File: src/rtl/uart_tx.sv
// UART serial transmitter: valid/ready word in, framed async serial out.
// Start bit, LSB-first data, optional parity, 1 or 2 stop bits.
module uart_tx #(
    parameter int SYS_CLK_FREQ = 10**6,
    parameter int BAUD_RATE    = 9600,
    parameter int DATA_WIDTH   = 8,
    parameter int PARITY       = 0,
    parameter int STOP_BITS    = 1
) (
    input  logic                  sys_clk,
    input  logic                  areset_n,
    input  logic [DATA_WIDTH-1:0] data_in,
    input  logic                  data_valid,
    output logic                  data_ready,
    output logic                  tx_out,
    output logic                  busy
);

    localparam int CLKS_PER_BIT = SYS_CLK_FREQ / BAUD_RATE;
    localparam int CW = (CLKS_PER_BIT > 1) ? $clog2(CLKS_PER_BIT) : 1;
    localparam int BW = $clog2(DATA_WIDTH + 1);

    generate
        if (CLKS_PER_BIT < 2) begin : g_bad_baud
            $error("uart_tx: CLKS_PER_BIT must be at least 2");
        end
        if (DATA_WIDTH < 5 || DATA_WIDTH > 9) begin : g_bad_width
            $error("uart_tx: DATA_WIDTH must be 5..9");
        end
        if (PARITY < 0 || PARITY > 2) begin : g_bad_parity
            $error("uart_tx: PARITY must be 0, 1 or 2");
        end
        if (STOP_BITS < 1 || STOP_BITS > 2) begin : g_bad_stop
            $error("uart_tx: STOP_BITS must be 1 or 2");
        end
    endgenerate

    typedef enum logic [2:0] {
        S_IDLE,
        S_START,
        S_DATA,
        S_PARITY,
        S_STOP
    } state_t;

    state_t                  state, state_d;
    logic [CW-1:0]           div_cnt, div_cnt_d;
    logic [BW-1:0]           bit_cnt, bit_cnt_d;
    logic [DATA_WIDTH-1:0]   shift_reg, shift_reg_d;
    logic                    par_bit, par_bit_d;
    logic                    tx_d;
    logic                    ready_d;
    logic                    bit_end;

    assign bit_end = (div_cnt == CW'(CLKS_PER_BIT - 1));

    always_ff @(posedge sys_clk or negedge areset_n) begin
        if (!areset_n) begin
            state      <= S_IDLE;
            div_cnt    <= '0;
            bit_cnt    <= '0;
            shift_reg  <= '0;
            par_bit    <= 1'b0;
            tx_out     <= 1'b1;
            data_ready <= 1'b1;
        end else begin
            state      <= state_d;
            div_cnt    <= div_cnt_d;
            bit_cnt    <= bit_cnt_d;
            shift_reg  <= shift_reg_d;
            par_bit    <= par_bit_d;
            tx_out     <= tx_d;
            data_ready <= ready_d;
        end
    end

    always_comb begin
        state_d     = state;
        div_cnt_d   = div_cnt;
        bit_cnt_d   = bit_cnt;
        shift_reg_d = shift_reg;
        par_bit_d   = par_bit;

        unique case (state)
            S_IDLE: begin
                if (data_valid) begin
                    shift_reg_d = data_in;
                    par_bit_d   = (PARITY == 1) ? ~^data_in : ^data_in;
                    div_cnt_d   = '0;
                    bit_cnt_d   = '0;
                    state_d     = S_START;
                end
            end
            S_START: begin
                if (bit_end) begin
                    div_cnt_d = '0;
                    state_d   = S_DATA;
                end else begin
                    div_cnt_d = div_cnt + 1'b1;
                end
            end
            S_DATA: begin
                if (bit_end) begin
                    div_cnt_d   = '0;
                    shift_reg_d = shift_reg >> 1;
                    bit_cnt_d   = bit_cnt + 1'b1;
                    if (bit_cnt == BW'(DATA_WIDTH - 1)) begin
                        bit_cnt_d = '0;
                        state_d   = (PARITY != 0) ? S_PARITY : S_STOP;
                    end
                end else begin
                    div_cnt_d = div_cnt + 1'b1;
                end
            end
            S_PARITY: begin
                if (bit_end) begin
                    div_cnt_d = '0;
                    bit_cnt_d = '0;
                    state_d   = S_STOP;
                end else begin
                    div_cnt_d = div_cnt + 1'b1;
                end
            end
            S_STOP: begin
                // bit_cnt counts stop bits here
                if (bit_end) begin
                    div_cnt_d = '0;
                    if (bit_cnt == BW'(STOP_BITS - 1)) begin
                        bit_cnt_d = '0;
                        state_d   = S_IDLE;
                    end else begin
                        bit_cnt_d = bit_cnt + 1'b1;
                    end
                end else begin
                    div_cnt_d = div_cnt + 1'b1;
                end
            end
            default: begin
                state_d = S_IDLE;
            end
        endcase
    end

    // Line level is registered from the next state so tx_out never glitches
    always_comb begin
        tx_d    = 1'b1;
        ready_d = (state_d == S_IDLE);
        unique case (state_d)
            S_IDLE:   tx_d = 1'b1;
            S_START:  tx_d = 1'b0;
            S_DATA:   tx_d = shift_reg_d[0];
            S_PARITY: tx_d = par_bit_d;
            S_STOP:   tx_d = 1'b1;
            default:  tx_d = 1'b1;
        endcase
    end

    assign busy = ~data_ready;

endmodule

File: config.mk
export PLATFORM = sky130hd
export DESIGN_NAME = uart_tx
export DESIGN_NICKNAME = d
export VERILOG_FILES = /design/src/rtl/uart_tx.sv
export SDC_FILE = /design/constraint.sdc
export NUM_CORES = 1
export LEC_CHECK = 0
export BUFFER_PORTS_ARGS = -buffer_cell sky130_fd_sc_hd__buf_2
export CAP_MARGIN = 5
export CORE_MARGIN = 10
export CORE_UTILIZATION = 46
export CTS_CLUSTER_DIAMETER = 100
export CTS_CLUSTER_SIZE = 30
export DETAILED_ROUTE_END_ITERATION = 8
export SLEW_MARGIN = 10
export SYNTH_ARGS = -nofsm -noshare
export SYNTH_HDL_FRONTEND = slang
export SYNTH_SLANG_ARGS = --single-unit
File: constraint.sdc
create_clock -name sys_clk -period 1.8 [get_ports sys_clk]
set_input_delay 0.09 -clock sys_clk [delete_from_list [all_inputs] [get_ports sys_clk]]
set_output_delay 0.09 -clock sys_clk [all_outputs]
set_load 0.03 [all_outputs]
==> impl_metrics.yaml, run 1 <==
status:
  outcome: "finished, final reports clean"
finish:
  fin_area_sq_um: 1600
  largest_reg_flops: 8
  diodes: 0
  fillers: 270
  drive_above_1_share_pct: 24.0
  multi_input_area_sq_um: 738
  areaGrowthSynthToFinish_pct: 13.1
  fin_nets: 182
  seqCellArea_sq_um: 628
timing:
  timing.final.crit_share_pct: 94.4
  finalHoldViolations: 0
  fmax_ghz: 0.589
  setup_viol: 0
  drv_slew: 0
  rsz0062_at_grt: "false"
  max-slew-margin-rel_pct: 63.2
  worst_slew_pin_slew_ps: 552
  hold_ws_ps: 10.6
  min_period_ps: 1700
  tns_ps: 0
  clock_skew_ps: 2.15
worst_setup_path:
  path_cells: "ha_2 > and3b_1 > o211ai_1 > a2bb2oi_2 > o41a_1 > a31oi_1"
  startpoint_type: "flop"
  reg2reg_depth: 6
  critPathBufInv: 0
  path_class: "reg -> reg"
  r2r_end: "tx_out"
  rrSetupSlack_ps: 100
  r2r-start: "bit_cnt[0]"
  critPathTopFamily: "compound AO/OA/AOI/OAI gates"
  slowest_stage: "dfrtp_1"
  end_kind: "flop"
  max_stage_delay_ps: 440
  crit_fanout: 5
  worstPathArrival_ps: 1950
  worstPathRequired_ps: 2050
clock_tree:
  cts.htree.levels: 1
  cts_setup_buffers: 0
  clock-root-buffer: "clkbuf_4"
  cts_tree: "yes"
  cts_buffers: 3
  clk_pin_slew_ps: 130
  clock_path_buffers: 2
  cts_sinks: 25
  clock_insertion_delay_worst_skew_ps: 310
hold_path:
  min_from: "data_in[7]"
  hp-class: "in -> reg"
  min_to: "shift_reg[7]"
  holdPathStages: 3
pwr:
  p_leak_nw: 0.726
  power_per_cell_area_nw_per_um2: 903
  irDropWorstVdd_uv: 599
floorplanning:
  rows: 20
  dieArea_sq_um: 5700
  die_w_um: 75.5
  die_h_um: 75.5
  coreArea_sq_um: 3000
  initial_utilization_pct: 47.2
  io_pins: 14
global_route:
  grt_max_degree: 26
  grt-ovfl-total: 0
  grt_pass1_vias: 1061
  grt_usage_pct: 10.9
  grt_pass1_wl_mm: 4.87
  antenna_found_initial: 0
detailed_routing:
  drt-total-wl_mm: 2.79
  top_layer: "met4"
  vias: 1081
  firstDrtPassIters: 4
  wire_per_inst_um: 13.9
  ant_nets: 0
  first_iter_violations: 59
  drc_errors: 0
  wl_met2_mm: 1.30
  via_per_inst: 5.41
  wl_met3_um: 134
  drt-met1-wl_mm: 1.34
synthesis:
  synth-seq-area-share_pct: 44.3
  syn_inst: 146
  ys_warn_count: 0
  synth_area_leader_cell: "dfrtp_1"
  synth_most_common_cell: "dfrtp_1"
  syn_nets: 160
  synth_cell_types: 41
  ys_ff_latch: 25
  ys.flop_type: "dfrtp_1"
  async_flop_share_pct: 100
  avgSynthCellArea_sq_um: 9.70
  synth-edff-count: 0
  synth_area_sq_um: 1420
  synth_top_area_share_pct: 40.6
  synth_common_cells: "dfrtp_1 (23), nand2_1 (20), nor2_1 (11)"
  synthTopCellsByArea: "dfrtp_1 (41%), nand2_1 (5.3%), xnor2_1 (4.9%)"
placed_design:
  hpwl_mm: 2.11
  io_buffers: 13
  gp_congestion: 0.825
  postPlaceCellArea_sq_um: 1540
job:
  maxCapViolations: 0
repair_timing:
action | CTS | global route
endpoints found under the hold margin | 24 | 0
hold buffers | 2 | 0
setup endpoints to repair | 0 | 2
gates resized for setup | 0 | 4
layout make-up:
type,count,share of cell area (%)
multi-input combinational,107,46.1
tap,33,2.58
inverter,10,2.34
sequential,25,39.2
timing repair buffer,21,8.12
clock buffer,4,1.64
cells in the final DEF, fill, tap and decap left out, types with 2 or more instances in the layout:
master / n
a22oi_1: 7
nand2b_1: 4
buf_2: 13
mux2i_1: 2
clkbuf_4: 3
nand2_1: 20
a21oi_2: 3
dlygate4sd3_1: 2
o22ai_1: 3
nor3_1: 2
dfstp_2: 2
or2_2: 3
dfrtp_1: 23
xor2_1: 4
o21ai_0: 5
ha_1: 2
and3_1: 3
buf_4: 6
a21oi_1: 5
inv_1: 10
nand3_1: 4
a31oi_1: 2
nor2_1: 11
xnor2_1: 8
cell families (layout without fill, tap and decap cells):
kind of cell,Yosys count,after routing,synth area share (%)
buffers and inverters,14,35,4.68
AO/OA/AOI/OAI,31,31,15.6
adder cells (fa/ha/maj),3,3,2.65
AND/OR/NAND/NOR,59,59,23.9
flip-flops,25,25,44.3
multiplexers,2,2,1.41
XOR/XNOR,12,12,7.42
through the flow:
| stage | power, mW | std cells | setup slack (ps) | util, % |
|---|---|---|---|---|
| floorplan | 1.09 | 146 | 204 | - |
| global placement | 1.18 | 194 | 165 | 51.2 |
| detailed placement | 1.21 | 194 | 122 | 51.2 |
| CTS | 1.47 | 200 | 87.0 | 52.8 |
| global route | 1.57 | 200 | 17.2 | 53.3 |
| finish | 1.45 | 200 | 102 | 53.3 |
routing by layer:
layer | up-vias | track usage (%)
met3 | 2 | 3.65
met4 | 0 | 2.47
met1 | 522 | 14.2
met2 | 13 | 16.9
met5 | - | 0
li1 | 544 | -
power by group:
| part | switching [mW] | internal [mW] |
|---|---|---|
| clock | 0.164 | 0.0867 |
| combinational | 0.205 | 0.189 |
| sequential | 0.108 | 0.693 |
| total | 0.478 | 0.969 |
how the worst max path moves through the flow:
stage	slack (ps)	endpoint	start	depth (start not counted)
3_5_place_dp	120	tx_out	bit_cnt[0]	6
2_1_floorplan	200	tx_out	div_cnt[0]	6
5_1_grt	20	tx_out	div_cnt[0]	6
3_3_place_gp	170	tx_out	bit_cnt[0]	6
4_1_cts	90	tx_out	bit_cnt[0]	6
6_report	100	tx_out	bit_cnt[0]	6
tightest hold or removal path, stage by stage:
cell and delay, ps:
buf_2 90, nand2_1 40, o21ai_0 70
(Power assumes the default switching activity.)
==> run 2, diff against run 1 <==
--- a/config.mk
+++ b/config.mk
@@ -5,6 +5,7 @@
 export SDC_FILE = /design/constraint.sdc
 export NUM_CORES = 1
 export LEC_CHECK = 0
+export ABC_AREA = 1
 export BUFFER_PORTS_ARGS = -buffer_cell sky130_fd_sc_hd__buf_2
 export CAP_MARGIN = 5
 export CORE_MARGIN = 10
==> impl_metrics.yaml, run 2 <==
timing:
  drv_slew: 0
  setup_viol: 0
  fmax_ghz: 0.610
  setup_ws_ps: 161
  clock_skew_ps: 10.3
  timing.final.crit_share_pct: 91.0
  worst_slew_pin_slew_ps: 551
  hold_ws_ps: 58.0
  finalHoldViolations: 0
  min_period_ps: 1640
  max-slew-margin-rel_pct: 63.3
worst_setup_path:
  r2r-start: "div_cnt[3]"
  worstPathArrival_ps: 1900
  end_kind: "flop"
  crit_fanout: 7
  reg2reg_depth: 8
  worstPathRequired_ps: 2060
  r2r_end: "bit_cnt[1]"
  path_class: "reg -> reg"
  startpoint_type: "flop"
  rrSetupSlack_ps: 160
synthesis:
  synth_top_family_by_area: "simple AND/OR/NAND/NOR gates"
  synth-seq-area-share_pct: 39.1
  synth-adder-area-share_pct: 2.34
  synth-edff-count: 0
  ys_warn_count: 0
  synth_cell_types: 31
  synth_simple_gate_area_share_pct: 35.6
  synthMuxAreaShare_pct: 0
  syn_nets: 238
  synth_xor_xnor_area_share_pct: 3.27
  ys.flop_type: "dfrtp_1"
  avgSynthCellArea_sq_um: 7.17
  synth_area_sq_um: 1610
  ys_ff_latch: 25
  synthTopCellsByArea: "dfrtp_1 (36%), nand2_1 (18%), inv_1 (7.0%)"
  synth_top_area_share_pct: 35.8
  async_flop_share_pct: 100
  syn_inst: 224
  synth_compound_area_share_pct: 10.3
  synth_common_cells: "nand2_1 (75), inv_1 (30), dfrtp_1 (23)"
  synth_area_leader_cell: "dfrtp_1"
  synth_most_common_cell: "nand2_1"
global_route:
  grt-ovfl-total: 0
  grt_max_degree: 26
  antenna_found_initial: 0
  grt_pass1_wl_mm: 6.12
  grt_pass1_vias: 1423
  grt_usage_pct: 11.9
clock_tree:
  cts_buffers: 3
  cts-resized-gates: 0
  clock-root-buffer: "clkbuf_4"
  cts_tree: "yes"
  cts_sinks: 25
  clk_pin_slew_ps: 150
  cts.htree.levels: 1
  clock_path_buffers: 2
  clock_insertion_delay_worst_skew_ps: 330
detailed_routing:
  drt-met1-wl_mm: 1.63
  first_iter_violations: 90
  wl_met3_um: 146
  top_layer: "met4"
  drc_errors: 0
  wl_met2_mm: 1.52
  firstDrtPassIters: 5
  wire_per_inst_um: 11.5
  vias: 1462
  drt-total-wl_mm: 3.35
  ant_nets: 0
  via_per_inst: 5.01
pwr:
  intPower_mw: 1.20
  switching_share_pct: 41.3
  p_clk_share_pct: 12.8
  p_sw_uw: 841
  power_per_cell_area_nw_per_um2: 1130
  irDropWorstVdd_uv: 406
  combPwrFrac_pct: 42.0
  p_seq_share_pct: 45.1
  power.total_mw: 2.04
  p_leak_nw: 0.979
finish:
  multi_input_area_sq_um: 827
  diodes: 0
  fin_nets: 261
  fillers: 349
  areaGrowthSynthToFinish_pct: 11.8
  final_cell_mix: "nand2_1 (75), inv_1 (30), dfrtp_1 (23)"
  largest_reg_flops: 8
  seqCellArea_sq_um: 628
  final_common_cell: "nand2_1"
  drive_above_1_share_pct: 16.7
  fin_cells: 292
job:
  maxCapViolations: 0
floorplanning:
  dieArea_sq_um: 6260
  initial_utilization_pct: 47.8
  die_w_um: 79.1
  die_h_um: 79.1
  rows: 21
  io_pins: 14
  coreArea_sq_um: 3360
status:
  outcome: "finished, final reports clean"
placed_design:
  place_ws_ps: 118
  dpl.cell_count: 284
  hpwl_mm: 2.60
  gp_congestion: 0.891
  io_buffers: 13
hold_path:
  min_from: "data_in[7]"
  min_to: "shift_reg[7]"
  hp-class: "in -> reg"
  holdPathStages: 3
## run 2: kinds of logic (layout without fill, tap and decap cells)
logic type / after synthesis / count (layout)
and+or+nand+nor: 126 / 126
buffers and inverters: 38 / 60
AOI/OAI and AO/OA: 26 / 26
DFF: 25 / 25
xor gates and xnor gates: 6 / 6
adders and majority gates: 3 / 3
## run 2: worst max-delay path by stage
| stage | from | slack (ps) | end |
|---|---|---|---|
| global placement | div_cnt[1] | 210 | bit_cnt[3] |
| global route | div_cnt[3] | -20 | bit_cnt[2] |
| CTS | div_cnt[1] | 70 | bit_cnt[1] |
| floorplan | div_cnt[1] | 390 | tx_out |
| detailed placement | div_cnt[1] | 120 | bit_cnt[1] |
| finish | div_cnt[3] | 160 | bit_cnt[1] |
## run 2: layout make-up
class,count,area share (%)
flip-flops and latches,25,35.0
multi-input cells,161,46.1
clock inverters,1,0.279
repair buffers,20,6.69
inverters,36,7.53
clock buffers,3,1.25
well taps,46,3.21
## run 2: metal layers
layer | vias up | global-route usage (%)
li1 | 758 | -
met1 | 663 | 15.3
met2 | 36 | 18.9
met3 | 5 | 2.03
met4 | 0 | 5.73
met5 | - | 0
## run 2: power groups by stage
| stage | registers (mW) | logic (mW) | clock network [mW] |
|---|---|---|---|
| after floorplan | 0.917 | 0.639 | 0 |
| after global placement | 0.923 | 0.844 | 0 |
| after detailed placement | 0.929 | 0.844 | 0 |
| after CTS | 0.917 | 0.850 | 0.267 |
| after global routing | 0.949 | 0.999 | 0.293 |
| final | 0.919 | 0.856 | 0.261 |
## run 2: what timing repair did
action | in CTS | in global routing
endpoints found under the setup margin | 0 | 7
hold buffers | 1 | 0
setup buffers | 0 | 3
endpoints found under the hold margin | 23 | 0
## run 2: stage by stage
stage / area (sq um) / TNS, ps / util (%)
after global placement: 1740 / 0 / 51.6
after detailed placement: 1740 / 0 / 51.6
after floorplan: 1610 / 0 / -
after global routing: 1800 / -58.9 / 53.4
after CTS: 1770 / 0 / 52.7
final: 1800 / 0 / 53.4
## run 2: worst max-delay path, cell delays in order, from the launching register on
cell	delay [ps]
dfrtp_1	440
inv_1	110
nand2_1	100
nor3_4	310
a21oi_1	120
nor3_4	190
buf_4	170
nand2_1	50
o21ai_1	70
==> run 3, diff against run 2 <==
--- a/config.mk
+++ b/config.mk
@@ -8,11 +8,14 @@
 export ABC_AREA = 1
 export BUFFER_PORTS_ARGS = -buffer_cell sky130_fd_sc_hd__buf_2
 export CAP_MARGIN = 5
+export CELL_PAD_IN_SITES_DETAIL_PLACEMENT = 1
+export CELL_PAD_IN_SITES_GLOBAL_PLACEMENT = 1
 export CORE_MARGIN = 10
-export CORE_UTILIZATION = 46
+export CORE_UTILIZATION = 43
 export CTS_CLUSTER_DIAMETER = 100
 export CTS_CLUSTER_SIZE = 30
 export DETAILED_ROUTE_END_ITERATION = 8
+export PLACE_DENSITY_LB_ADDON = 0.1
 export SLEW_MARGIN = 10
 export SYNTH_ARGS = -nofsm -noshare
 export SYNTH_HDL_FRONTEND = slang
==> impl_metrics.yaml, run 3 (same netlist as run 2, synthesis figures left out) <==
worst_setup_path:
  r2r_end: "tx_out"
  path_class: "reg -> reg"
  r2r-start: "div_cnt[1]"
  rrSetupSlack_ps: 140
  worstPathArrival_ps: 1870
  reg2reg_depth: 10
  end_kind: "flop"
  startpoint_type: "flop"
  crit_fanout: 8
  worstPathRequired_ps: 2010
  critPathLaunch: "div_cnt[1]"
detailed_routing:
  firstDrtPassIters: 4
  wire_per_inst_um: 13.9
  ant_nets: 0
  drc_errors: 0
  drt-total-wl_mm: 4.11
  first_iter_violations: 53
  vias: 1530
  via_per_inst: 5.15
floorplanning:
  rows: 22
  die_w_um: 81.1
  io_pins: 14
  coreArea_sq_um: 3630
  initial_utilization_pct: 44.2
  die_h_um: 81.1
  dieArea_sq_um: 6580
clock_tree:
  cts_sinks: 25
  clock-root-buffer: "clkbuf_8"
  clk_pin_slew_ps: 90
  cts_buffers: 3
  cts_tree: "yes"
  clock_insertion_delay_worst_skew_ps: 270
  clock_path_buffers: 2
  cts.htree.levels: 1
hold_path:
  min_from: "data_in[7]"
  holdPathStages: 3
  hp-class: "in -> reg"
  min_to: "shift_reg[7]"
global_route:
  grt-ovfl-total: 0
  grt_pass1_wl_mm: 7.18
  grt_max_degree: 26
  grt_pass1_vias: 1634
  grt_usage_pct: 13.4
  antenna_found_initial: 0
placed_design:
  postPlaceCellArea_sq_um: 1730
  gp_congestion: 0.817
  io_buffers: 13
  hpwl_mm: 3.23
timing:
  max-slew-margin-rel_pct: 61.2
  tns_ps: 0
  setup_viol: 0
  drv_slew: 0
  worst_slew_pin_slew_ps: 582
  fmax_ghz: 0.602
  min_period_ps: 1660
  finalHoldViolations: 0
  hold_ws_ps: 111
  clock_skew_ps: 1.73
  timing.final.crit_share_pct: 92.3
status:
  outcome: "finished, final reports clean"
job:
  maxCapViolations: 0
finish:
  fin_nets: 264
  seqCellArea_sq_um: 628
  fin_area_sq_um: 1850
  final_cell_mix: "nand2_1 (75), inv_1 (30), dfrtp_1 (23)"
  drive_above_1_share_pct: 18.9
  diodes: 0
  multi_input_area_sq_um: 841
  fillers: 503
  postLayoutCoreUtil_pct: 51.0
  final_common_cell: "nand2_1"
  largest_reg_flops: 8
  areaGrowthSynthToFinish_pct: 15.3
pwr:
  p_leak_nw: 1.00
  power.total_mw: 2.19
  power_per_cell_area_nw_per_um2: 1180
  irDropWorstVdd_uv: 382
[run 3: area by class of cell]
| cell class | count | area share (%) |
|---|---|---|
| flip-flops and latches | 25 | 33.9 |
| well taps | 48 | 3.24 |
| clock buffers | 4 | 2.43 |
| inverters | 36 | 7.30 |
| repair buffers | 23 | 7.70 |
| multi-input cells | 161 | 45.4 |
[run 3: worst max path at each step]
stage                 endpoint  slack [ps]
floorplan               tx_out         390
global placement    bit_cnt[1]         210
detailed placement  bit_cnt[1]          40
CTS                 bit_cnt[1]          50
global route            tx_out         -40
finish                  tx_out         140
[run 3: timing repair]
action / 4_1_cts / 5_1_grt
setup endpoints to repair: 1 / 6
cloned: 0 / 0
pin swaps: 1 / 2
hold buffers: 1 / 0
gates resized for setup: 0 / 4
buffers inserted: 0 / 7
hold endpoints to repair: 23 / 0
[run 3: per-stage QoR]
stage,std cells,setup slack [ps]
floorplan,224,391
global placement,285,205
detailed placement,285,35.2
CTS,290,50.0
global route,297,-39.8
finish,297,139
[run 3: per-layer routing]
| metal | vias to the layer above | global-route usage (%) | wire [um] |
|---|---|---|---|
| li1 | 762 | - | - |
| met1 | 742 | 15.9 | 1890 |
| met2 | 22 | 24.0 | 2050 |
| met3 | 4 | 2.43 | 119 |
| met4 | 0 | 4.15 | 51 |
| met5 | - | 0 | 0 |
[run 3: worst max-delay path, cell delays in order, from the launching register on]
cell,delay [ps]
dfrtp_1,370
ha_2,200
nand2_2,90
nor3_4,290
buf_4,170
inv_2,80
nor2_2,140
nor2_4,60
inv_1,60
nand2_1,60
nand3_1,80
[run 3: where the power goes]
group          switching, mW  total, mW  internal [mW]
Sequential             0.148      0.922          0.774
Combinational          0.556      0.923          0.366
Clock                  0.183      0.341          0.158
Total                  0.888       2.19           1.30
